===== config.mk =====
export PLATFORM = sky130hd
export DESIGN_NAME = bk_add_pipe_stage
export DESIGN_NICKNAME = d
export VERILOG_FILES = /design/src/rtl/bk_add_pkg.sv /design/src/rtl/bk_add_pipe_stage_slice.sv /design/src/rtl/bk_add_pipe_stage.sv
export SDC_FILE = /design/constraint.sdc
export NUM_CORES = 1
export LEC_CHECK = 0
export ABC_CLOCK_PERIOD_IN_PS = 1860
export CORE_AREA = 2 2 87 89
export CTS_CLUSTER_DIAMETER = 200
export DETAILED_ROUTE_END_ITERATION = 8
export DIE_AREA = 0 0 89 91
export GPL_TIMING_DRIVEN = 0
export MAX_ROUTING_LAYER = met4
export PLACE_DENSITY_LB_ADDON = 0.1
export SYNTH_ARGS = -nofsm -noshare
export SYNTH_HDL_FRONTEND = slang
export SYNTH_SLANG_ARGS = --single-unit

===== constraint.sdc =====
create_clock -name clk -period 1.86 [get_ports clk]
set_input_delay 0.279 -clock clk [delete_from_list [all_inputs] [get_ports clk]]
set_output_delay 0.279 -clock clk [all_outputs]
set_load 0.01 [all_outputs]

===== src/rtl/bk_add_pkg.sv =====
// Shared types and helpers for the Brent-Kung adder pipeline stage.
// Holds the nominal adder width, operand/result record types and the
// operand-to-adder-bus interleave function.
package bk_add_pkg;

    localparam int BK_W     = 12;
    localparam int BK_TAG_W = 4;

    typedef struct packed {
        logic [BK_W-1:0]     a;
        logic [BK_W-1:0]     b;
        logic [BK_TAG_W-1:0] tag;
    } op_t;

    typedef struct packed {
        logic [BK_W:0]       sum;
        logic [BK_TAG_W-1:0] tag;
    } res_t;

    // The adder expects operand bits paired per position: even = a, odd = b.
    function automatic logic [2*BK_W-1:0] interleave(input logic [BK_W-1:0] a,
                                                     input logic [BK_W-1:0] b);
        logic [2*BK_W-1:0] bus;
        bus = '0;
        for (int i = 0; i < BK_W; i++) begin
            bus[2*i]   = a[i];
            bus[2*i+1] = b[i];
        end
        return bus;
    endfunction

endpackage


===== src/rtl/bk_add_pipe_stage_slice.sv =====
// bk_pipe_slice: one-entry valid/ready register slice.
// Accepts a new word in the same cycle the held word is popped, so a chain
// of slices sustains one transfer per clock with no bubbles.
module bk_pipe_slice
#(
    parameter int DW = 8
)
(
    input  logic          clk,
    input  logic          rst,
    input  logic          in_valid_i,
    output logic          in_ready_o,
    input  logic [DW-1:0] in_data_i,
    output logic          out_valid_o,
    input  logic          out_ready_i,
    output logic [DW-1:0] out_data_o
);

    logic          valid_q;
    logic          valid_d;
    logic [DW-1:0] data_q;
    logic [DW-1:0] data_d;
    logic          load_s;

    assign in_ready_o  = !valid_q || out_ready_i;
    assign load_s      = in_valid_i && in_ready_o;
    assign out_valid_o = valid_q;
    assign out_data_o  = data_q;

    // Next state: load on accept, empty on pop without refill, else hold.
    always_comb begin
        valid_d = valid_q;
        data_d  = data_q;
        if (load_s) begin
            valid_d = 1'b1;
            data_d  = in_data_i;
        end else if (out_ready_i) begin
            valid_d = 1'b0;
        end else begin
            valid_d = valid_q;
        end
    end

    // Slice state register; reset clears both flag and payload.
    always_ff @(posedge clk or posedge rst) begin
        if (rst) begin
            valid_q <= 1'b0;
            data_q  <= '0;
        end else begin
            valid_q <= valid_d;
            data_q  <= data_d;
        end
    end

endmodule


===== src/rtl/bk_add_pipe_stage.sv =====
// bk_add_pipe_stage: two-register pipeline around an external combinational
// Brent-Kung adder. S1 holds operands and drives the interleaved adder bus,
// S2 captures the sum with its tag. A saturating counter tracks carry-outs.
// Optional build macro BK_ADD_PIPE_CHECK_EN adds chk_err, a sticky flag set
// when the adder result disagrees with a behavioural sum of the S1 operands.
module bk_add_pipe_stage
    import bk_add_pkg::*;
#(
    parameter int W     = BK_W,
    parameter int TAG_W = BK_TAG_W,
    parameter int CNT_W = 16
)
(
    input  logic             clk,
    input  logic             rst,
    input  logic             s_valid,
    output logic             s_ready,
    input  logic [W-1:0]     s_a,
    input  logic [W-1:0]     s_b,
    input  logic [TAG_W-1:0] s_tag,
    output logic [2*W-1:0]   add_in,
    input  logic [W:0]       add_out,
    output logic             m_valid,
    input  logic             m_ready,
    output logic [W:0]       m_sum,
    output logic [TAG_W-1:0] m_tag,
    output logic [CNT_W-1:0] cout_cnt
`ifdef BK_ADD_PIPE_CHECK_EN
    ,
    output logic             chk_err
`endif
);

    localparam int OP_W  = 2*W + TAG_W;
    localparam int RES_W = W + 1 + TAG_W;
    localparam logic [CNT_W-1:0] CNT_MAX = {CNT_W{1'b1}};
    localparam logic [CNT_W-1:0] CNT_ONE = {{(CNT_W-1){1'b0}}, 1'b1};

    logic [OP_W-1:0]  s1_in_s;
    logic [OP_W-1:0]  s1_data_s;
    logic             s1_valid_s;
    logic             s2_ready_s;
    logic [W-1:0]     s1_a_s;
    logic [W-1:0]     s1_b_s;
    logic [TAG_W-1:0] s1_tag_s;
    logic [RES_W-1:0] s2_in_s;
    logic [RES_W-1:0] s2_data_s;
    logic             s2_load_s;
    logic [CNT_W-1:0] cnt_q;
    logic [CNT_W-1:0] cnt_d;

    assign s1_in_s = {s_a, s_b, s_tag};

    bk_pipe_slice #(.DW(OP_W)) u_s1 (
        .clk         (clk),
        .rst         (rst),
        .in_valid_i  (s_valid),
        .in_ready_o  (s_ready),
        .in_data_i   (s1_in_s),
        .out_valid_o (s1_valid_s),
        .out_ready_i (s2_ready_s),
        .out_data_o  (s1_data_s)
    );

    assign {s1_a_s, s1_b_s, s1_tag_s} = s1_data_s;

    // Adder bus comes only from S1 flops, so it is glitch-free and zero in reset.
    if (W == BK_W) begin : g_pkg_ilv
        assign add_in = interleave(s1_a_s, s1_b_s);
    end else begin : g_loop_ilv
        for (genvar i = 0; i < W; i++) begin : g_bit
            assign add_in[2*i]   = s1_a_s[i];
            assign add_in[2*i+1] = s1_b_s[i];
        end
    end

    assign s2_in_s = {add_out, s1_tag_s};

    bk_pipe_slice #(.DW(RES_W)) u_s2 (
        .clk         (clk),
        .rst         (rst),
        .in_valid_i  (s1_valid_s),
        .in_ready_o  (s2_ready_s),
        .in_data_i   (s2_in_s),
        .out_valid_o (m_valid),
        .out_ready_i (m_ready),
        .out_data_o  (s2_data_s)
    );

    assign {m_sum, m_tag} = s2_data_s;
    assign s2_load_s      = s1_valid_s && s2_ready_s;
    assign cout_cnt       = cnt_q;

    // Count results captured with carry-out set; hold at all-ones.
    always_comb begin
        cnt_d = cnt_q;
        if (s2_load_s && add_out[W] && (cnt_q != CNT_MAX)) begin
            cnt_d = cnt_q + CNT_ONE;
        end else begin
            cnt_d = cnt_q;
        end
    end

    // Carry-out counter register.
    always_ff @(posedge clk or posedge rst) begin
        if (rst) begin
            cnt_q <= '0;
        end else begin
            cnt_q <= cnt_d;
        end
    end

`ifdef BK_ADD_PIPE_CHECK_EN
    logic [W:0] ref_sum_s;
    logic       chk_err_q;
    logic       chk_err_d;

    assign ref_sum_s = {1'b0, s1_a_s} + {1'b0, s1_b_s};
    assign chk_err   = chk_err_q;

    // Sticky error: set on any S2 load where the adder disagrees with the reference.
    always_comb begin
        chk_err_d = chk_err_q;
        if (s2_load_s && (add_out != ref_sum_s)) begin
            chk_err_d = 1'b1;
        end else begin
            chk_err_d = chk_err_q;
        end
    end

    // Error flag register, cleared only by reset.
    always_ff @(posedge clk or posedge rst) begin
        if (rst) begin
            chk_err_q <= 1'b0;
        end else begin
            chk_err_q <= chk_err_d;
        end
    end
`endif

endmodule


==> flow_summary_export.csv, run 1 <==
group,metric,value,unit
status,status,"finished, final reports clean",
placed_design,gp_congestion,0.765,
sta,report.final.hold_viol_count,0,
pwr,seqPwrFrac,40.8,%
drt,drt-total-wl,5970,um
synthesis,async_flop_share,100,%
synthesis,yosysWarnings,0,
synthesis,synth.distinct_cells,31,
synthesis,synth_top_area_share,56.8,%
clock_tree,cts_num_sinks,63,
global_routing,first_global_vias,1994,
floorplan,std_cell_rows,31,
placed_design,dpl.cell_count,409,
worst_setup_path,critical_path_buf_inv_count,0,
finish,seq_area,1580,um^2
clock_tree,cts_made_buffers,9,
global_routing,grt_pass1_wl,9710,um
finish,syn_to_final_growth,51.2,%
min_path,worstHoldPathType,"input pin to asynchronous set/reset pin",
finish,fin_cells,425,
sta,setup_viol,0,
clock_tree,insertion_delay,0.33,ns
pwr,power.leakage,0.00181,uW
pwr,p_sw,1080,uW
clock_tree,holdBufCountCts,0,
clock_tree,root_buffer,"clkbuf_8",
drt,drtIter0Drc,77,
sta,period_share,93.4,%
sta,tightest_slew,0.801,ns
synthesis,synth_cells,206,
sta,fin_worst_skew,0.00605,ns
floorplan,io_pins,104,
clock_tree,clockBufferDepth,2,
finish,num-fill-cells,637,
sta,timing.hold.ws,0.429,ns
worst_setup_path,worstPathCellList,"ha_1 -> nand3_2 -> nor4_4 -> nor2_2 -> mux2_4",
worst_setup_path,worstPathMaxFanout,7,
floorplan,start_util,38.9,%
global_routing,grt.total_usage,16.2,%
finish,nets,367,
drt,first_pass_iters,4,
synthesis,synth-edff-count,0,
clock_tree,cts_tree,"done",
clock_tree,cts_htree_levels,3,
pwr,ir_drop,0.507,mV
drt,viasPerCell,4.64,
worst_setup_path,end_kind,"flip-flop",
worst_setup_path,startpoint_type,"flip-flop",
clock_tree,clkTransAtPathRegs,0.07,ns
floorplan,die_x,89,um
pwr,switching_share,25.1,%
worst_setup_path,crit_slowest_cell,"dfrtp_1",
sta,relSlewSlack,46.5,%
pwr,p_total,4320,uW
placed_design,dpl.hpwl,4260,um
synthesis,ys_seq_elements,63,
worst_setup_path,cp.arrival,1.95,ns
sta,finalCriticalPeriod,1.74,ns
synthesis,avgSynthCellArea,13.5,um^2
floorplan,die_h,91,um
sta,rsz0062_at_grt,"false",
finish,drive_above_1_share,31.3,%
synthesis,synth_area,2780,um^2
floorplan,dieArea,8100,um^2
sta,drv_slew,0,
pwr,p_clk_share,33.6,%
synthesis,synth_ff_type,"dfrtp_1",
worst_setup_path,max_stage_delay,0.42,ns
global_routing,grt_max_degree,38,
pwr,power_frac_comb,25.6,%
finish,multi_input_area,992,um^2
global_routing,grt-ovfl-total,0,
worst_setup_path,critical_path_class,"flip-flop to flip-flop",
drt,num_vias,1974,
sta,setup_tns,0,ns
placed_design,io_buffers,103,
synthesis,syn_nets,252,
floorplan,core,7140,um^2
synthesis,synth_most_common_cell,"dfrtp_1",
global_routing,grt_antenna_before_repair,0,
synthesis,yosys.area.top_type,"dfrtp_1",
sta,timing.fmax,0.576,GHz
synthesis,synthTopCellsByArea,"dfrtp_1, mux2_2, buf_4",
clock_tree,post_cts_buffers,0,
drt,wire_per_inst,14.0,um
drt,drtAntennaViolNets,0,
drt,drc_errors,0,
finish,diodes,0,
worst_setup_path,crit_required,2.07,ns
synthesis,synthTopCellsByCount,"dfrtp_1, mux2_2, buf_4, nand2_1, xor2_1",
pwr,p_per_area,1030,nW/um^2
pwr,p_int,3240,uW
worst_setup_path,critPathTopFamily,"simple AND/OR/NAND/NOR gates",
job,max_cap_viol_count,0,
synthesis,ys_seq_area_share,56.8,%
==> through the flow <==
| stage | cell area, um^2 | setup WS [ns] | utilization, % |
|---|---|---|---|
| finish | 4200 | 0.124 | 58.8 |
| global placement | 3930 | -1.22 | 55.1 |
| floorplan | 2780 | 0.0113 | - |
| global route | 4200 | 0.0204 | 58.8 |
| CTS | 4200 | 0.0637 | 58.8 |
| detailed placement | 3950 | -0.244 | 55.4 |
==> registers in the layout, summed over array words and instances (netlist names) <==
| signal | flops |
|---|---|
| u_s1.out_data_o | 28 |
| u_s2.out_data_o | 17 |
| cout_cnt | 16 |
| u_s1.out_valid_o | 1 |
| u_s2.out_valid_o | 1 |
==> kinds of logic after synthesis <==
group | Yosys count | synth area share (%)
DFF | 63 | 56.8
muxes | 49 | 20.0
and+or+nand+nor | 49 | 11.2
buffers and inverters | 30 | 7.61
xor gates and xnor gates | 10 | 3.15
AOI/OAI and AO/OA | 4 | 0.811
adders and majority gates | 1 | 0.450
==> repair_timing <==
action,in CTS,in global routing
pin swaps,0,1
gates cloned,0,0
resized for setup,2,0
setup endpoints to repair,1,1
==> cell type report <==
type / count / area share [%]
buffer: 28 / 4.86
clock buffer: 10 / 3.28
clock inverter: 6 / 2.56
inverter: 2 / 0.179
multi-input combinational: 113 / 23.6
sequential: 63 / 37.5
tap: 99 / 2.95
timing repair buffer: 104 / 25.0
==> cell usage in the layout, fill, tap and decap left out, types with 2 or more instances in the layout <==
cell type and instances:
a31oi_1 2, and3_1 2, and4_1 2, buf_4 26, bufinv_16 3, clkbuf_8 10, clkdlybuf4s50_1 102, clkinv_2 2
dfrtp_1 63, mux2_2 48, nand2_1 13, nand2b_1 3, nand3_1 5, nand4_1 5, nor2_1 2, nor3_1 4
nor4_1 3, o21ai_0 2, xnor2_1 3, xor2_1 7
==> metal layers <==
metal / vias to the layer above / wire [um] / GRT usage (%)
met4: 0 / 78 / 6.34
met2: 73 / 2840 / 22.8
li1: 928 / - / -
met3: 6 / 452 / 6.00
met1: 967 / 2600 / 21.0
met5: - / 0 / -
==> final timing paths <==
kind	startpoint	endpoint	slack (ns)	cells past startpoint
worst min-delay path	rst	u_s1.out_data_o[18]	0.43	2
max in group asynchronous	rst	u_s2.out_data_o[16]	0.80	3
min in group clk	u_s1.out_data_o[1]	u_s2.out_data_o[1]	0.50	1
worst min register to register	u_s1.out_data_o[1]	u_s2.out_data_o[1]	0.50	1
worst max-delay path	cout_cnt[0]	cout_cnt[1]	0.12	5
worst max register to register	cout_cnt[0]	cout_cnt[1]	0.12	5
==> power by group through the flow <==
stage / clock [uW] / sequential [uW] / combinational, uW
floorplan: 0 / 1820 / 474
global placement: 0 / 1770 / 1100
detailed placement: 0 / 1790 / 1120
CTS: 1500 / 1760 / 1130
global route: 1550 / 1790 / 1200
finish: 1450 / 1760 / 1110
(Power assumes the default switching activity.)
==> run 2, diff against run 1 <==
--- a/config.mk
+++ b/config.mk
@@ -16,3 +16,4 @@
 export SYNTH_ARGS = -nofsm -noshare
 export SYNTH_HDL_FRONTEND = slang
 export SYNTH_SLANG_ARGS = --single-unit
+export TNS_END_PERCENT = 20
==> results of run 2 <==
The final DEF is identical to that of run 1; final timing and power are the same.
